File: src/rtl/dc_load_align.sv
// dc_load_align
//   Load-return stage behind the L1 data-cache databank array. Per-load metadata
//   (id, size, signedness, byte offset) is queued in request order and paired with
//   the next 36-bit databank response. The addressed byte/half/word is extracted,
//   zero- or sign-extended to 64 bits, and flagged as misaligned or missing.
//   The result is held in a one-entry registered output with valid/retry handshake.
//
// Ports
//   clk, reset          clock, synchronous active-high reset
//   meta_*              load metadata push (meta_retry = FIFO full)
//   bank_ack_*          databank response (data[31:0], byte-valid[35:32])
//   ld_ack_*            extended result to the load unit
module dc_load_align #(
    parameter int unsigned META_DEPTH = 4,
    parameter int unsigned ID_BITS    = 5
) (
    input  logic               clk,
    input  logic               reset,
    input  logic               meta_valid,
    output logic               meta_retry,
    input  logic [ID_BITS-1:0] meta_id,
    input  logic [1:0]         meta_size,
    input  logic               meta_signed,
    input  logic [1:0]         meta_off,
    input  logic               bank_ack_valid,
    output logic               bank_ack_retry,
    input  logic [35:0]        bank_ack_data,
    output logic               ld_ack_valid,
    input  logic               ld_ack_retry,
    output logic [ID_BITS-1:0] ld_ack_id,
    output logic [63:0]        ld_ack_data,
    output logic               ld_ack_miss,
    output logic               ld_ack_misalign
);

    localparam int unsigned PtrW  = $clog2(META_DEPTH);
    localparam int unsigned CntW  = PtrW + 1;
    localparam int unsigned MetaW = ID_BITS + 5;

    localparam logic [CntW-1:0] CntFull = CntW'(META_DEPTH);
    localparam logic [CntW-1:0] CntOne  = CntW'(1);
    localparam logic [PtrW-1:0] PtrOne  = PtrW'(1);

    // ---------------- metadata FIFO ----------------
    logic [MetaW-1:0] meta_mem_q [META_DEPTH];
    logic [PtrW-1:0]  wr_ptr_q, wr_ptr_d;
    logic [PtrW-1:0]  rd_ptr_q, rd_ptr_d;
    logic [CntW-1:0]  count_q, count_d;

    logic push, pop;

    // Full is judged on the registered count only; a same-cycle pop frees nothing.
    assign meta_retry     = (count_q == CntFull);
    assign bank_ack_retry = (count_q == '0) || (ld_ack_valid && ld_ack_retry);
    assign push           = meta_valid && !meta_retry;
    assign pop            = bank_ack_valid && !bank_ack_retry;

    always_comb begin
        wr_ptr_d = wr_ptr_q;
        rd_ptr_d = rd_ptr_q;
        count_d  = count_q;
        if (push) wr_ptr_d = wr_ptr_q + PtrOne;
        if (pop)  rd_ptr_d = rd_ptr_q + PtrOne;
        case ({push, pop})
            2'b10:   count_d = count_q + CntOne;
            2'b01:   count_d = count_q - CntOne;
            default: count_d = count_q;
        endcase
    end

    always_ff @(posedge clk) begin
        if (reset) begin
            wr_ptr_q <= '0;
            rd_ptr_q <= '0;
            count_q  <= '0;
        end else begin
            wr_ptr_q <= wr_ptr_d;
            rd_ptr_q <= rd_ptr_d;
            count_q  <= count_d;
        end
    end

    // Storage needs no reset: the count alone defines which slots are live.
    always_ff @(posedge clk) begin
        if (push) begin
            meta_mem_q[wr_ptr_q] <= {meta_id, meta_size, meta_signed, meta_off};
        end
    end

    // ---------------- alignment / extension ----------------
    logic [ID_BITS-1:0] h_id;
    logic [1:0]         h_size;
    logic               h_sgn;
    logic [1:0]         h_off;
    logic [31:0]        shifted;
    logic [3:0]         req_mask;
    logic               res_misalign;
    logic               res_miss;
    logic [63:0]        ext;
    logic [63:0]        res_data;

    always_comb begin
        {h_id, h_size, h_sgn, h_off} = meta_mem_q[rd_ptr_q];

        // Move the addressed byte lane down to bit 0.
        shifted = bank_ack_data[31:0] >> {h_off, 3'b000};

        case (h_size)
            2'd0:    req_mask = 4'b0001 << h_off;
            2'd1:    req_mask = 4'b0011 << h_off;
            default: req_mask = 4'b1111;
        endcase

        res_misalign = (h_size == 2'd3) ||
                       (h_size == 2'd1 && h_off[0]) ||
                       (h_size == 2'd2 && h_off != 2'd0);
        res_miss     = !res_misalign && |(req_mask & ~bank_ack_data[35:32]);

        case (h_size)
            2'd0:    ext = {{56{h_sgn & shifted[7]}},  shifted[7:0]};
            2'd1:    ext = {{48{h_sgn & shifted[15]}}, shifted[15:0]};
            2'd2:    ext = {{32{h_sgn & shifted[31]}}, shifted[31:0]};
            default: ext = '0;
        endcase

        res_data = (res_misalign || res_miss) ? 64'd0 : ext;
    end

    // ---------------- output register ----------------
    logic               out_valid_q, out_valid_d;
    logic [ID_BITS-1:0] out_id_q;
    logic [63:0]        out_data_q;
    logic               out_miss_q;
    logic               out_misalign_q;

    always_comb begin
        out_valid_d = out_valid_q;
        if (pop) begin
            out_valid_d = 1'b1;
        end else if (out_valid_q && !ld_ack_retry) begin
            out_valid_d = 1'b0;
        end
    end

    always_ff @(posedge clk) begin
        if (reset) begin
            out_valid_q    <= 1'b0;
            out_id_q       <= '0;
            out_data_q     <= '0;
            out_miss_q     <= 1'b0;
            out_misalign_q <= 1'b0;
        end else begin
            out_valid_q <= out_valid_d;
            if (pop) begin
                out_id_q       <= h_id;
                out_data_q     <= res_data;
                out_miss_q     <= res_miss;
                out_misalign_q <= res_misalign;
            end
        end
    end

    assign ld_ack_valid    = out_valid_q;
    assign ld_ack_id       = out_id_q;
    assign ld_ack_data     = out_data_q;
    assign ld_ack_miss     = out_miss_q;
    assign ld_ack_misalign = out_misalign_q;

endmodule
File: config.mk
export PLATFORM = sky130hd
export DESIGN_NAME = dc_load_align
export DESIGN_NICKNAME = d
export VERILOG_FILES = /design/src/rtl/dc_load_align.sv
export SDC_FILE = /design/constraint.sdc
export NUM_CORES = 1
export LEC_CHECK = 0
export CORE_MARGIN = 5
export CORE_UTILIZATION = 36
export DETAILED_ROUTE_END_ITERATION = 6
export HOLD_SLACK_MARGIN = 0.06
export MAX_ROUTING_LAYER = met4
export PLACE_DENSITY = 0.75
export SLEW_MARGIN = 20
export SYNTH_ARGS = -nofsm -noshare
export SYNTH_HDL_FRONTEND = slang
export SYNTH_SLANG_ARGS = --single-unit
export TNS_END_PERCENT = 30
File: constraint.sdc
create_clock -name clk -period 2.2 [get_ports clk]
set_input_delay 0.22 -clock clk [delete_from_list [all_inputs] [get_ports clk]]
set_output_delay 0.22 -clock clk [all_outputs]
set_load 0.02 [all_outputs]
==> impl_metrics.json, run 1 <==
{
  "outcome": "finished with violations",
  "violations": "setup timing",
  "cp_max_fo": 25,
  "synth_nets": 428,
  "p_int_mw": 4.02,
  "dr.max_layer_used": "met4",
  "postSynth.asyncResetShare_pct": 0,
  "clk_pin_slew_worst_paths_ns": 0.07,
  "cts_buffers": 9,
  "min_path_cells": 2,
  "max_cap_violations": 0,
  "cts_root_buffer": "clkbuf_16",
  "dr_wl_met3_um": 732,
  "drv_slew": 0,
  "power_switching_mw": 2.18,
  "grt_pass1_vias": 3290,
  "cts_tree": "done",
  "route.met2.wl_mm": 5.61,
  "leakage_nw": 2.17,
  "wl_met1_mm": 4.46,
  "crit_path_end_kind": "flop",
  "yosysMostFrequentCell": "dfxtp_1",
  "final_util_pct": 50.5,
  "dp_hpwl_mm": 8.10,
  "ys.warnings.count": 0,
  "drt_iter0_drc": 150,
  "htreeDepth": 3,
  "grt_max_degree": 34,
  "max_clock_freq_ghz": 0.452,
  "postCtsHoldBufs": 0,
  "drtPass1Iterations": 4,
  "synthesis.instances": 371,
  "synthesis.area_sq_um": 4310,
  "start_kind": "flop",
  "syn2layout_area_growth_pct": 39.0,
  "synthFlopType": "dfxtp_1",
  "num_rows": 40,
  "setup_viol": 11,
  "chipHeight_um": 119,
  "p_clk_share_pct": 26.1,
  "finClkSkew_ns": 0.00598,
  "coreArea_sq_um": 11900,
  "synth_edf_count": 40,
  "avgViaCountPerCell": 5.09,
  "antenna_found_initial": 0,
  "postSynthAreaPerCell_sq_um": 11.6,
  "grt_usage_pct": 15.8,
  "slew_headroom_pct": 29.0,
  "worstSetupPathType": "flop to flop",
  "setup_slack_ns": -0.0117,
  "clock_latency_ns": 0.35,
  "p_sw_share_pct": 35.1,
  "drt-total-wl_mm": 11.0,
  "synth-seq-cells": 90,
  "cts.sinks": 90,
  "vias": 3238,
  "io_pins": 125,
  "wl_per_cell_um": 17.3,
  "die_area_sq_um": 14200,
  "start_util_pct": 36.3,
  "ant_nets": 0,
  "drive_above_1_share_pct": 15.1,
  "final_nets": 541,
  "synth_top_cells_by_area": "edfxtp_1 (28%), dfxtp_1 (23%), buf_4 (5.4%)",
  "pwr-share-seq_pct": 33.4,
  "finalSetupTns_ns": -0.0476,
  "powerDensity_nw_per_um2": 1040,
  "synth_top_area_share_pct": 27.9,
  "gp_congestion": 0.880,
  "p_comb_share_pct": 40.6,
  "ir_drop_mv": 0.520,
  "finalHoldViolations": 0,
  "synthTopCellsByCount": "dfxtp_1 (50), nand2_1 (43), edfxtp_1 (40)",
  "synthDistinctLibCells": 49,
  "period_share_pct": 101,
  "grt.overflow.total": 0,
  "worst_slew_pin_slew_ns": 1.06,
  "period_needed_ns": 2.21,
  "rsz0062_at_grt": "true",
  "io_buffers": 124,
  "clock_path_buffers": 2,
  "synth_seq_area_share_pct": 51.1,
  "yosys.area.top_type": "edfxtp_1",
  "cp_data_required_time_ns": 2.49,
  "hp-class": "flop to flop",
  "dieWidth_um": 119,
  "n_antenna_cell": 0,
  "arrival_ns": 2.50,
  "grt_pass1_wl_mm": 17.2,
  "ff2ff_path_depth": 9,
  "route.detailed.drc": 0
}
## cell families after synthesis
family                   synth area share, %
adder cells (fa/ha/maj)                 1.92
AO/OA/AOI/OAI                           15.0
buffers and inverters                   9.47
XOR/XNOR                                1.22
AND/OR/NAND/NOR                         10.3
flip-flops                              51.1
multiplexers                            11.0
## critical path, cell delays in order (launching register included)
cell and delay, ns:
dfxtp_4 0.37, buf_4 0.12, mux4_2 0.51, buf_4 0.16, nor2b_1 0.12, o21ai_1 0.25, nand4_4 0.16, nor2_4 0.13
buf_12 0.17, a22o_1 0.15
## through the flow
| step | setup slack, ns | hold slack, ns | power [mW] | instance area [sq um] | std cells |
|---|---|---|---|---|---|
| final | -0.0117 | 0.459 | 6.20 | 5990 | 636 |
| after global routing | -0.128 | 0.484 | 6.55 | 5990 | 636 |
| after CTS | -0.0496 | 0.460 | 6.22 | 5950 | 635 |
| after detailed placement | -0.153 | 0.451 | 4.53 | 5600 | 618 |
| after global placement | -0.149 | 0.449 | 4.45 | 5600 | 618 |
| after floorplan | 0.00111 | 0.319 | 3.72 | 4310 | 371 |
## power by group through the flow
stage / registers [mW] / logic, mW / clock network (mW)
finish: 2.07 / 2.51 / 1.62
global route: 2.09 / 2.74 / 1.73
CTS: 2.07 / 2.49 / 1.67
detailed placement: 2.10 / 2.43 / 0
global placement: 2.08 / 2.37 / 0
floorplan: 2.13 / 1.58 / 0
## flip-flops by register name, indices dropped and copies added (netlist names), 2 cells and up, named ones only
signal and count:
meta_mem_q 40, ld_ack_data 33, ld_ack_id 5, count_q 3, rd_ptr_q 2, wr_ptr_q 2
## path summary, 6_finish.rpt
check	endpoint	start	slack, ns
worst max register to register	ld_ack_data[16]	flop	-0.01
worst min-delay path	ld_ack_id[2]	ld_ack_id[2]	0.46
worst max-delay path	ld_ack_data[16]	flop	-0.01
worst min register to register	ld_ack_id[2]	ld_ack_id[2]	0.46
## cell usage in the layout, fill, tap and decap left out, types with 2 or more instances in the layout
| cell | netlist | routed |
|---|---|---|
| clkbuf_16 | 0 | 9 |
| xnor2_1 | 2 | 2 |
| a211oi_2 | 0 | 2 |
| nand3_1 | 2 | 2 |
| buf_4 | 31 | 28 |
| dfxtp_1 | 50 | 49 |
| mux2i_1 | 17 | 17 |
| a22o_1 | 26 | 26 |
| inv_6 | 0 | 2 |
| nand3b_1 | 2 | 2 |
| buf_6 | 6 | 3 |
| inv_1 | 9 | 7 |
| clkdlybuf4s50_1 | 0 | 124 |
| nor2b_1 | 10 | 10 |
| mux4_2 | 5 | 5 |
| nor2_4 | 2 | 2 |
| a221oi_1 | 7 | 7 |
| edfxtp_1 | 40 | 40 |
| mux2i_4 | 2 | 2 |
| mux4_1 | 5 | 5 |
| a211oi_1 | 14 | 12 |
| xor2_1 | 4 | 3 |
| inv_2 | 0 | 2 |
| and2_1 | 4 | 4 |
| a21oi_1 | 16 | 16 |
| inv_8 | 0 | 3 |
| o21ai_0 | 19 | 17 |
| ha_1 | 5 | 5 |
| nor2_1 | 10 | 9 |
| nand2_1 | 43 | 43 |
| o21ai_1 | 3 | 4 |
## area by class of cell
type / count / area, sq um
multi-input cells: 218 / 1740
fillers: 1030 / 5880
flip-flops and latches: 90 / 2210
clock buffers: 9 / 225
repair buffers: 156 / 1510
clock inverters: 7 / 88.8
inverters: 9 / 33.8
well taps: 147 / 184
## per-layer routing
| metal | track usage [%] | up-vias |
|---|---|---|
| li1 | - | 1562 |
| met4 | 5.23 | 0 |
| met3 | 4.51 | 15 |
| met1 | 18.2 | 1567 |
| met5 | - | - |
| met2 | 26.6 | 94 |
## repair_timing
item                                   in CTS  in global routing
setup endpoints to repair                  33                 34
setup buffers                               1                  1
gates resized for setup                     6                 10
pin swaps                                   7                  3
endpoints found under the hold margin       0                  0
(Power assumes the default switching activity.)
==> inputs of run 2 (changes only) <==
--- a/config.mk
+++ b/config.mk
@@ -5,12 +5,14 @@
 export SDC_FILE = /design/constraint.sdc
 export NUM_CORES = 1
 export LEC_CHECK = 0
+export CAP_MARGIN = 25
 export CORE_MARGIN = 5
 export CORE_UTILIZATION = 36
 export DETAILED_ROUTE_END_ITERATION = 6
+export GPL_ROUTABILITY_DRIVEN = 0
 export HOLD_SLACK_MARGIN = 0.06
 export MAX_ROUTING_LAYER = met4
-export PLACE_DENSITY = 0.75
+export PLACE_DENSITY = 0.72
 export SLEW_MARGIN = 20
 export SYNTH_ARGS = -nofsm -noshare
 export SYNTH_HDL_FRONTEND = slang
==> constraint.sdc (replaced) <==
create_clock -name clk -period 2.6 [get_ports clk]
set_input_delay 0.26 -clock clk [delete_from_list [all_inputs] [get_ports clk]]
set_output_delay 0.26 -clock clk [all_outputs]
set_load 0.02 [all_outputs]
==> impl_metrics.json, run 2 (same netlist as run 1, synthesis figures left out) <==
{
  "outcome": "finished, final reports clean",
  "powerDensity_nw_per_um2": 859,
  "seqCellArea_sq_um": 2200,
  "postCtsHoldBufs": 0,
  "crit_family": "multiplexers",
  "largest_reg_flops": 40,
  "rsz0062_at_grt": "false",
  "final_common_cell": "clkdlybuf4s50_1",
  "dp_hpwl_mm": 7.81,
  "syn2layout_area_growth_pct": 35.1,
  "regMostFlops": "meta_mem_q",
  "finalSetupTns_ns": 0,
  "min_path_cells": 2,
  "cts_root_buffer": "clkbuf_16",
  "path_buf_inv": 1,
  "cp_max_fo": 12,
  "wl_per_cell_um": 17.2,
  "finClkSkew_ns": 0.0143,
  "ant_nets": 0,
  "multiInputGateArea_sq_um": 1710,
  "cts_tree": "done",
  "drt-total-wl_mm": 10.7,
  "grt_max_degree": 34,
  "htreeDepth": 3,
  "cts_buffers": 9,
  "min_to": "ld_ack_id[1]",
  "die_area_sq_um": 14200,
  "clock_path_buffers": 2,
  "io_buffers": 124,
  "chipHeight_um": 119,
  "max_clock_freq_ghz": 0.408,
  "leakage_nw": 2.08,
  "slowest_delay_ns": 0.69,
  "finalHoldViolations": 0,
  "arrival_ns": 2.69,
  "cp_data_required_time_ns": 2.84,
  "start_kind": "flop",
  "min_from": "ld_ack_id[1]",
  "cts.sinks": 90,
  "drtPass1Iterations": 5,
  "io_pins": 125,
  "crit_path_end_kind": "flop",
  "drv_slew": 0,
  "antenna_found_initial": 0,
  "start_util_pct": 36.3,
  "final_nets": 526,
  "num_rows": 40,
  "post_cts_resized": 0,
  "grt_pass1_wl_mm": 16.4,
  "max_cap_violations": 0,
  "grt_pass1_vias": 3069,
  "r2r_slack_ns": 0.15,
  "clock_latency_ns": 0.35,
  "drt_iter0_drc": 274,
  "period_needed_ns": 2.45,
  "worstSetupPathType": "flop to flop",
  "dpl_cell_area_sq_um": 5490,
  "drive_above_1_share_pct": 10.3,
  "hp-class": "flop to flop",
  "post-route-cell-area_sq_um": 5820,
  "vias": 3136,
  "ff2ff_path_depth": 7,
  "rr_endpoint": "ld_ack_data[30]",
  "slowest_stage": "mux4_2",
  "crit_chain": "mux4_2 -> mux2i_2 -> mux2i_4 -> o211ai_4 -> buf_4 -> nand2_1 -> a22o_1",
  "ir_drop_mv": 0.524,
  "coreArea_sq_um": 11900,
  "avgViaCountPerCell": 5.05,
  "slew_headroom_pct": 40.3,
  "n_antenna_cell": 0,
  "grt.overflow.total": 0,
  "route.detailed.drc": 0,
  "worst_slew_pin_slew_ns": 0.894,
  "final_cell_mix": "clkdlybuf4s50_1 (124), dfxtp_1 (50), nand2_1 (43)",
  "grt_usage_pct": 15.1,
  "dieWidth_um": 119,
  "clk_pin_slew_worst_paths_ns": 0.06,
  "period_share_pct": 94.3,
  "setup_viol": 0,
  "n_fill_cell": 1075
}
==> run 2: cell types whose count changed in the layout (fill, tap and decap cells not counted), sizes merged <==
| cell | previous run | this run |
|---|---|---|
| clkinvlp | 1 | 3 |
| clkbuf | 9 | 10 |
| buf | 32 | 17 |
| inv | 14 | 11 |
==> run 2: final cells by class <==
type	count	area share, %
clock buffer	10	3.94
clock inverter	6	1.25
inverter	9	0.581
multi-input combinational	218	29.3
sequential	90	37.9
tap	147	3.16
timing repair buffer	141	23.9
==> run 2: how the worst max path moves through the flow <==
stage | cells past startpoint | slack, ns | from | endpoint
after floorplan | 8 | 0.40 | flop | ld_ack_data[8]
after global placement | 6 | 0.20 | flop | ld_ack_data[23]
after detailed placement | 6 | 0.1 | flop | ld_ack_data[9]
after CTS | 6 | 0.09 | flop | ld_ack_data[9]
after global routing | 8 | 0.002 | flop | ld_ack_data[30]
final | 7 | 0.15 | flop | ld_ack_data[30]
==> run 2: worst reg2reg max path: cells and delay by family (launching register included) <==
family                 cells  cell delay, ns
muxes                      3            1.08
and+or+nand+nor            1            0.05
buffers and inverters      1            0.20
DFF                        1            0.49
AOI/OAI and AO/OA          2            0.53
==> run 2: repair_timing <==
item                                    in CTS  in global routing
endpoints found under the setup margin       0                 10
endpoints found under the hold margin        0                  0
buffers inserted                             0                  3
==> run 2: power breakdown <==
part | leakage, nW | switching [mW] | internal [mW]
Combinational | 1.17 | 1.08 | 0.858
Clock | 0.137 | 0.545 | 0.754
Sequential | 0.772 | 0.106 | 1.65
==> run 2: metrics by stage <==
| step | power, mW | instances | worst slack, ns | hold slack [ns] | utilization (%) |
|---|---|---|---|---|---|
| 2_1_floorplan | 3.15 | 371 | 0.398 | 0.359 | - |
| 3_3_place_gp | 3.64 | 601 | 0.200 | 0.444 | 46.2 |
| 3_5_place_dp | 3.71 | 602 | 0.0980 | 0.449 | 46.3 |
| 4_1_cts | 5.02 | 618 | 0.0860 | 0.458 | 48.8 |
| 5_1_grt | 5.29 | 621 | 0.00167 | 0.487 | 49.0 |
| 6_report | 4.99 | 621 | 0.148 | 0.457 | 49.0 |
==> run 2: per-layer routing <==
layer / track usage, % / share of wire, % / vias to the layer above
li1: - / - / 1528
met1: 18.0 / 42 / 1482
met2: 24.2 / 49 / 118
met3: 4.84 / 8.0 / 8
met4: 5.23 / 0.87 / 0
met5: - / 0 / -
